==> src/rtl/serial_subtractor_64bits_pkg.sv <==
// Shared types and sizing helpers for the chunked 64-bit subtract-with-borrow unit.
// Holds the FSM state encoding, the default widths and the chunk-count/index-width math.
package serial_subtractor_64bits_pkg;

  typedef enum logic [1:0] {
    IDLE = 2'd0,
    CALC = 2'd1,
    DONE = 2'd2
  } state_t;

  localparam int WIDTH_DEF = 64;
  localparam int CHUNK_DEF = 16;

  function automatic int n_chunks(input int width, input int chunk);
    return width / chunk;
  endfunction

  // A single-chunk configuration still needs a 1-bit index register.
  function automatic int idx_width(input int n);
    return (n > 1) ? $clog2(n) : 1;
  endfunction

endpackage

==> src/rtl/serial_subtractor_64bits_sub_slice.sv <==
// Combinational CHUNK-bit slice subtractor: {bout, d} = a - b - bin.
// The top-level unit reuses this one slice for every chunk of the operands.
module sub_slice #(
  parameter int CHUNK = 16
) (
  input  logic [CHUNK-1:0] a,
  input  logic [CHUNK-1:0] b,
  input  logic             bin,
  output logic [CHUNK-1:0] d,
  output logic             bout
);

  assign {bout, d} = {1'b0, a} - {1'b0, b} - {{CHUNK{1'b0}}, bin};

endmodule

==> src/rtl/serial_subtractor_64bits.sv <==
// Multi-cycle subtract-with-borrow: diff = a - b - b_in, one CHUNK-bit slice per clock,
// with valid/ready handshakes on both the operand and result sides.
//
//   state | meaning
//   IDLE  | in_ready high; waiting for operands
//   CALC  | one slice per cycle, borrow rippling from low to high chunk
//   DONE  | out_valid high; result held until out_ready
module serial_subtractor_64bits
  import serial_subtractor_64bits_pkg::*;
#(
  parameter int WIDTH = WIDTH_DEF,
  parameter int CHUNK = CHUNK_DEF
) (
  input  logic             clk,
  input  logic             rst,
  input  logic             in_valid,
  output logic             in_ready,
  input  logic [WIDTH-1:0] a,
  input  logic [WIDTH-1:0] b,
  input  logic             b_in,
  output logic             out_valid,
  input  logic             out_ready,
  output logic [WIDTH-1:0] diff,
  output logic             b_out,
  output logic             ovf
);

  localparam int N_CHUNKS = n_chunks(WIDTH, CHUNK);
  localparam int IDX_W    = idx_width(N_CHUNKS);

  state_t           state, state_nxt;
  logic [WIDTH-1:0] a_q, b_q, diff_q;
  logic [IDX_W-1:0] idx;
  logic             borrow, b_out_q, ovf_q;
  logic [CHUNK-1:0] a_slice, b_slice, d_slice;
  logic             bw;
  logic             last;

  always_comb begin
    a_slice = '0;
    b_slice = '0;
    for (int i = 0; i < N_CHUNKS; i++) begin
      if (idx == IDX_W'(i)) begin
        a_slice = a_q[i*CHUNK +: CHUNK];
        b_slice = b_q[i*CHUNK +: CHUNK];
      end
    end
  end

  sub_slice #(.CHUNK(CHUNK)) u_slice (
    .a    (a_slice),
    .b    (b_slice),
    .bin  (borrow),
    .d    (d_slice),
    .bout (bw)
  );

  assign last = (idx == IDX_W'(N_CHUNKS - 1));

  always_ff @(posedge clk) begin
    if (rst) state <= IDLE;
    else     state <= state_nxt;
  end

  always_comb begin
    state_nxt = state;
    in_ready  = 1'b0;
    out_valid = 1'b0;
    case (state)
      IDLE: begin
        in_ready = 1'b1;
        if (in_valid) state_nxt = CALC;
      end
      CALC: begin
        if (last) state_nxt = DONE;
      end
      DONE: begin
        out_valid = 1'b1;
        if (out_ready) state_nxt = IDLE;
      end
      default: state_nxt = IDLE;
    endcase
  end

  always_ff @(posedge clk) begin
    if (rst) begin
      a_q     <= '0;
      b_q     <= '0;
      diff_q  <= '0;
      idx     <= '0;
      borrow  <= 1'b0;
      b_out_q <= 1'b0;
      ovf_q   <= 1'b0;
    end else begin
      case (state)
        IDLE: begin
          if (in_valid) begin
            a_q    <= a;
            b_q    <= b;
            borrow <= b_in;
            idx    <= '0;
          end
        end
        CALC: begin
          for (int i = 0; i < N_CHUNKS; i++) begin
            if (idx == IDX_W'(i)) diff_q[i*CHUNK +: CHUNK] <= d_slice;
          end
          borrow <= bw;
          idx    <= idx + 1'b1;
          // Top slice: sign bit of the result is the MSB of this slice's difference.
          if (last) begin
            b_out_q <= bw;
            ovf_q   <= (a_q[WIDTH-1] ^ b_q[WIDTH-1]) & (a_q[WIDTH-1] ^ d_slice[CHUNK-1]);
          end
        end
        default: ;
      endcase
    end
  end

  assign diff  = diff_q;
  assign b_out = b_out_q;
  assign ovf   = ovf_q;

endmodule

==> config.mk <==
export PLATFORM = sky130hd
export DESIGN_NAME = serial_subtractor_64bits
export DESIGN_NICKNAME = d
export VERILOG_FILES = /design/src/rtl/serial_subtractor_64bits_pkg.sv /design/src/rtl/serial_subtractor_64bits_sub_slice.sv /design/src/rtl/serial_subtractor_64bits.sv
export SDC_FILE = /design/constraint.sdc
export NUM_CORES = 1
export LEC_CHECK = 0
export CELL_PAD_IN_SITES_DETAIL_PLACEMENT = 1
export CELL_PAD_IN_SITES_GLOBAL_PLACEMENT = 1
export CORE_UTILIZATION = 39
export CTS_CLUSTER_DIAMETER = 50
export CTS_CLUSTER_SIZE = 28
export DETAILED_ROUTE_END_ITERATION = 8
export PLACE_DENSITY_LB_ADDON = 0.1
export SLEW_MARGIN = 20
export SYNTH_ARGS = -nofsm -noshare
export SYNTH_HDL_FRONTEND = slang
export SYNTH_SLANG_ARGS = --single-unit
==> constraint.sdc <==
create_clock -name clk -period 9.4 [get_ports clk]
set_input_delay 1.88 -clock clk [delete_from_list [all_inputs] [get_ports clk]]
set_output_delay 1.88 -clock clk [all_outputs]
set_load 0.05 [all_outputs]
==> flow_summary.yaml, run 1 <==
sta:
  period_needed_ns: 4.64
  min_period_over_period_pct: 49.4
  finalHoldViolCount: 0
  finalSetupViolCount: 0
  finalMaxSlewViolations: 0
  fin_skew_ns: 0.0146
  rsz0062_at_grt: "no"
  tns_ns: 0
  worst_pin_slew_ns: 1.08
  slew_headroom_pct: 28.1
  fmax_mhz: 215
logic_synthesis:
  synth_seq_cells: 199
  yosysSeqAreaShare_pct: 43.9
  synth-edff-count: 0
  synth_flop_cell: "dfxtp_1"
  synth_area_um2: 9070
  synth_warnings: 0
  postSynthAreaPerCell_um2: 7.23
  syn-num-nets: 1422
  synth_top_area_cell: "dfxtp_1"
  syn-instance-count: 1255
  synth_cell_type_count: 45
  yosys-top-cells-area: "dfxtp_1, nand2_1, a21oi_1, nor2_1, ha_1"
  synth_top_cell_area_share_pct: 43.9
  async_reset_ff_share_pct: 0
clock_tree:
  cts_buffer_depth: 2
  numCtsBuffers: 17
  clkTransAtPathRegs_ns: 0.08
  htreeDepth: 4
  cts_root_buf: "clkbuf_16"
  cts_tree: "built"
  ctsHoldBuffers: 0
  clk_latency_ns: 0.44
  cts.repair.resized: 0
  post_cts_buffers: 0
  numClockSinks: 199
grt:
  grt_pass1_wl_um: 46700
  antenna_found_initial: 0
  grt.overflow.total: 0
  grt_usage_pct: 25.0
  grt_start_max_net_pins: 105
  first_global_vias: 8774
power:
  power.leakage_nw: 4.47
  p_comb_share_pct: 26.7
  power_frac_seq_pct: 40.2
  p_clk_share_pct: 33.1
  power_per_cell_area_nw_per_um2: 196
  swShare_pct: 33.6
  internal_power_mw: 1.53
  ir_drop_mv: 0.0880
  power_switching_uw: 775
routing:
  routed_via_density: 5.22
  wl_met2_um: 14300
  dr_wl_met3_um: 1050
  met1Wirelength_um: 13700
  ant_nets: 0
  drc: 0
  drtIter0Drc: 453
  top_layer: "met4"
  num_vias: 8814
  dr.pass1.iters: 7
  finalWirelength_um: 29200
  wl_per_cell_um: 17.3
worst_setup_path:
  arrival_ns: 4.98
  end_kind: "flip-flop"
  path_class: "flip-flop to flip-flop"
  critical_path.max_fanout: 34
  critical_path_required_ns: 9.74
  worst_r2r_path_depth: 20
  start_kind: "flip-flop"
final_layout:
  multi_input_area_um2: 4650
  area.sequential_um2: 3980
  fillers: 2833
  nNetsFinal: 1556
  drive_above_1_share_pct: 3.64
  areaGrowthSynthToFinish_pct: 29.8
  final_area_um2: 11800
  diodes: 0
floorplanning:
  die_area_um2: 23900
  num_io_pins: 201
  die_w_um: 155
  num_rows: 55
  start_util_pct: 39.9
  die_h_um: 155
  core_area_um2: 22700
outcome:
  status: "complete, no violations"
placement:
  gp_congestion: 0.820
  dpl-instance-area_um2: 11200
  dp_hpwl_um: 21000
  port_buffers: 200
flow_run:
  drv_cap: 0
min_path:
  hold_path_class: "flip-flop to flip-flop"
  hold_depth: 2
per-stage QoR:
step	setup WS (ns)	std cells	total power [mW]	hold slack, ns	utilization (%)
6_report	4.76	1687	2.31	0.459	51.9
5_1_grt	4.22	1687	2.41	0.476	51.9
4_1_cts	4.46	1687	2.31	0.458	51.8
3_5_place_dp	4.49	1655	1.56	0.448	49.1
3_3_place_gp	4.63	1655	1.54	0.442	49.1
2_1_floorplan	5.37	1255	1.34	0.432	-
cell usage in the layout, fill, tap and decap left out, types with 4 or more instances in the layout:
cell / synthesis / layout
nor2_1: 115 / 115
ha_1: 32 / 28
a21oi_1: 258 / 258
nand2_1: 385 / 384
dfxtp_1: 199 / 199
o31ai_1: 6 / 6
and2_1: 8 / 7
o21ai_0: 26 / 26
buf_4: 1 / 5
a211oi_1: 15 / 15
nand3b_1: 11 / 11
nand2b_1: 5 / 5
nor3_1: 4 / 4
clkinv_4: 0 / 5
clkdlybuf4s50_1: 0 / 199
a311oi_1: 4 / 4
a21o_1: 5 / 5
nand3_1: 13 / 13
clkbuf_16: 0 / 17
inv_1: 36 / 36
a21boi_0: 4 / 4
layout make-up:
type	count	area share (%)
multi-input combinational	930	39.5
sequential	199	33.8
timing repair buffer	205	17.3
clock buffer	20	3.79
tap	285	3.03
clock inverter	12	1.38
inverter	36	1.15
routing by layer:
layer / vias to the layer above / track usage (%)
li1: 4403 / -
met1: 4199 / 33.1
met2: 194 / 43.3
met3: 18 / 3.36
met4: 0 / 5.23
met5: - / 0
state kept, by name (all words and copies together) (netlist names):
signal and cells:
a_q 64, b_q 64, diff 64, idx 2, state 2, b_out 1, borrow 1, ovf 1
Yosys cell counts, types with 2 or more instances:
master      n
nand2_1   385
a21oi_1   258
dfxtp_1   199
nor2_1    115
clkbuf_1   86
inv_1      36
ha_1       32
o21ai_0    26
a211oi_1   15
nand3_1    13
nand3b_1   11
and2_1      8
o31ai_1     6
a21o_1      5
nand2b_1    5
a21boi_0    4
a311oi_1    4
nor3_1      4
a31oi_1     3
buf_1       3
nor2b_1     3
o21a_1      3
or3_1       3
xnor2_1     3
and3_1      2
fa_1        2
nand4_1     2
xor2_1      2
power by group through the flow:
stage                     Sequential, mW  Combinational (mW)  Clock [mW]
after detailed placement           0.947               0.609           0
final                              0.927               0.615       0.765
after global placement             0.946               0.592           0
after CTS                          0.927               0.615       0.773
after floorplan                    0.986               0.352           0
after global routing               0.933               0.675       0.806
critical path: stages, from the launching register on:
cell and delay (ns):
dfxtp_1 0.36, inv_1 0.19, ha_2 0.65, nand2_1 0.12, nor2_1 0.11, a21oi_1 0.05
nor2_1 0.11, a21oi_1 0.07, nor2_1 0.14, a21oi_1 0.07, ha_1 0.31, inv_1 0.04
ha_1 0.34, a21boi_0 0.16, o21a_1 0.20, o21ai_1 0.20, a21o_1 0.16, nand4_1 0.21
and3_1 0.24, or4_1 0.53, a311oi_1 0.26
cells by family after synthesis:
logic type | share of synthesized area, %
and+or+nand+nor | 24.7
AOI/OAI and AO/OA | 20.8
DFF | 43.9
buffers and inverters | 5.26
adders and majority gates | 4.86
xor gates and xnor gates | 0.483
worst paths after layout:
| kind | startpoint | to | slack [ns] |
|---|---|---|---|
| worst max-delay path | idx[0] | borrow | 4.76 |
| worst min-delay path | a_q[18] | a_q[18] | 0.46 |
| worst max register to register | idx[0] | borrow | 4.76 |
| worst min register to register | a_q[18] | a_q[18] | 0.46 |
(Power assumes the default switching activity.)
==> run 2, diff against run 1 <==
--- a/config.mk
+++ b/config.mk
@@ -7,7 +7,7 @@
 export LEC_CHECK = 0
 export CELL_PAD_IN_SITES_DETAIL_PLACEMENT = 1
 export CELL_PAD_IN_SITES_GLOBAL_PLACEMENT = 1
-export CORE_UTILIZATION = 39
+export CORE_UTILIZATION = 36
 export CTS_CLUSTER_DIAMETER = 50
 export CTS_CLUSTER_SIZE = 28
 export DETAILED_ROUTE_END_ITERATION = 8
==> constraint.sdc (replaced) <==
create_clock -name clk -period 4.64 [get_ports clk]
set_input_delay 0.928 -clock clk [delete_from_list [all_inputs] [get_ports clk]]
set_output_delay 0.928 -clock clk [all_outputs]
set_load 0.05 [all_outputs]
==> run 2 against run 1 <==
Net effect: worst setup slack worse by 4.5 ns; largest cell class unchanged; final cell count up 3.1%; flip-flop and latch count unchanged; clock-buffer cell count unchanged; sequential power up 100%; largest power group unchanged; final area up 1.3%; clock power up 92%; first-iteration DRC count down 12%.
==> flow_summary.yaml, run 2 (synthesis results as in run 1) <==
sta:
  slew_headroom_pct: 34.2
  finalHoldViolCount: 0
  fmax_mhz: 230
  tns_ns: 0
  fin_skew_ns: 0.0150
  setup_ws_ns: 0.286
  min_period_over_period_pct: 93.8
  period_needed_ns: 4.35
  worst_pin_slew_ns: 0.986
  finalMaxSlewViolations: 0
  finalSetupViolCount: 0
grt:
  first_global_vias: 8862
  antenna_found_initial: 0
  grt_usage_pct: 23.3
  grt_pass1_wl_um: 47000
  grt.overflow.total: 0
  grt_start_max_net_pins: 110
final_layout:
  fillers: 3048
  drive_above_1_share_pct: 4.45
  diodes: 0
  nNetsFinal: 1569
  final_cell_mix: "nand2_1, a21oi_1, dfxtp_1, clkdlybuf4s50_1, nor2_1"
  final_cells: 1739
  layout_commonest_cell: "nand2_1"
  fin_util_pct: 48.6
  areaGrowthSynthToFinish_pct: 31.5
power:
  internal_power_mw: 3.04
  power.leakage_nw: 4.54
  ir_drop_mv: 0.204
  power_mw: 4.64
  power_frac_seq_pct: 40.5
  p_clk_share_pct: 31.8
  power_switching_mw: 1.60
  power_per_cell_area_nw_per_um2: 389
  p_comb_share_pct: 27.7
  swShare_pct: 34.6
floorplanning:
  num_io_pins: 201
  start_util_pct: 37.0
  die_h_um: 161
  die_area_um2: 25800
  core_area_um2: 24500
  die_w_um: 161
  num_rows: 57
outcome:
  status: "complete, no violations"
routing:
  routed_via_density: 5.07
  num_vias: 8814
  ant_nets: 0
  drtIter0Drc: 399
  dr.pass1.iters: 4
  wl_per_cell_um: 17.1
  drc: 0
  finalWirelength_um: 29700
worst_setup_path:
  arrival_ns: 4.65
  critical_path_required_ns: 4.94
  cp_slowest_stage_delay_ns: 0.53
  start_kind: "flip-flop"
  path_cells: "inv_1 > ha_1 > buf_4 > nand2_1 > nor2_1 > a21oi_1 > nor2_1 > a21oi_1 > o21ai_0 > fa_1 > fa_1 > a21boi_0 > o21a_1 > o21ai_1 > a21o_1 > nand4_1 > a2111oi_0 > nor3_1 > o31ai_1"
  end_kind: "flip-flop"
  path_class: "flip-flop to flip-flop"
  critical_path.max_fanout: 8
  slowest_stage: "nor3_1"
clock_tree:
  post_cts_buffers: 0
  cts.repair.resized: 0
  clkTransAtPathRegs_ns: 0.08
  clk_latency_ns: 0.44
  numCtsBuffers: 17
  cts_root_buf: "clkbuf_16"
  numClockSinks: 199
  cts_tree: "built"
  cts_buffer_depth: 2
  ctsHoldBuffers: 0
  htreeDepth: 4
placement:
  gp_congestion: 0.811
  dp_cells: 1707
  pre_cts_slack_ns: 0.263
  port_buffers: 200
  dp_hpwl_um: 21900
min_path:
  hold_path_class: "flip-flop to flip-flop"
flow_run:
  drv_cap: 0
run 2: area by class of cell:
type | count | area (µm²) | share of cell area, %
multi-input cells | 930 | 4650 | 39.0
flip-flops and latches | 199 | 3980 | 33.4
repair buffers | 218 | 2180 | 18.2
clock buffers | 20 | 447 | 3.75
well taps | 324 | 405 | 3.40
inverters | 36 | 135 | 1.13
clock inverters | 12 | 133 | 1.11
run 2: metal layers:
| layer | wire length [µm] | vias up | track usage, % |
|---|---|---|---|
| li1 | - | 4428 | - |
| met1 | 13900 | 4169 | 29.9 |
| met2 | 14100 | 180 | 39.9 |
| met3 | 916 | 37 | 3.38 |
| met4 | 688 | 0 | 7.63 |
| met5 | 0 | - | 0 |
run 2: worst paths after layout:
kind	start	end	slack [ns]	depth (start not counted)
worst max-delay path	idx[0]	diff[30]	0.29	19
worst min-delay path	b_q[25]	b_q[25]	0.46	2
worst max register to register	idx[0]	diff[30]	0.29	19
worst min register to register	b_q[25]	b_q[25]	0.46	2
run 2: per-stage QoR:
step | cell area, µm² | hold WS [ns]
detailed placement | 11300 | 0.448
global placement | 11300 | 0.443
global route | 11900 | 0.474
finish | 11900 | 0.459
CTS | 11900 | 0.458
floorplan | 9070 | 0.432
run 2: power groups by stage:
stage / sequential (mW) / clock [mW] / combinational [mW]
final: 1.88 / 1.47 / 1.29
after global routing: 1.89 / 1.57 / 1.41
after CTS: 1.88 / 1.50 / 1.28
after detailed placement: 1.92 / 0 / 1.27
after global placement: 1.92 / 0 / 1.25
after floorplan: 2.00 / 0 / 0.713
run 2: critical path: cells and delay by family, from the launching register on:
kind / cells / cell delay (ns)
compound gates: 9 / 1.42
fa+ha+maj: 3 / 1.17
buf+inv: 2 / 0.31
flops: 1 / 0.42
simple gates: 5 / 0.88
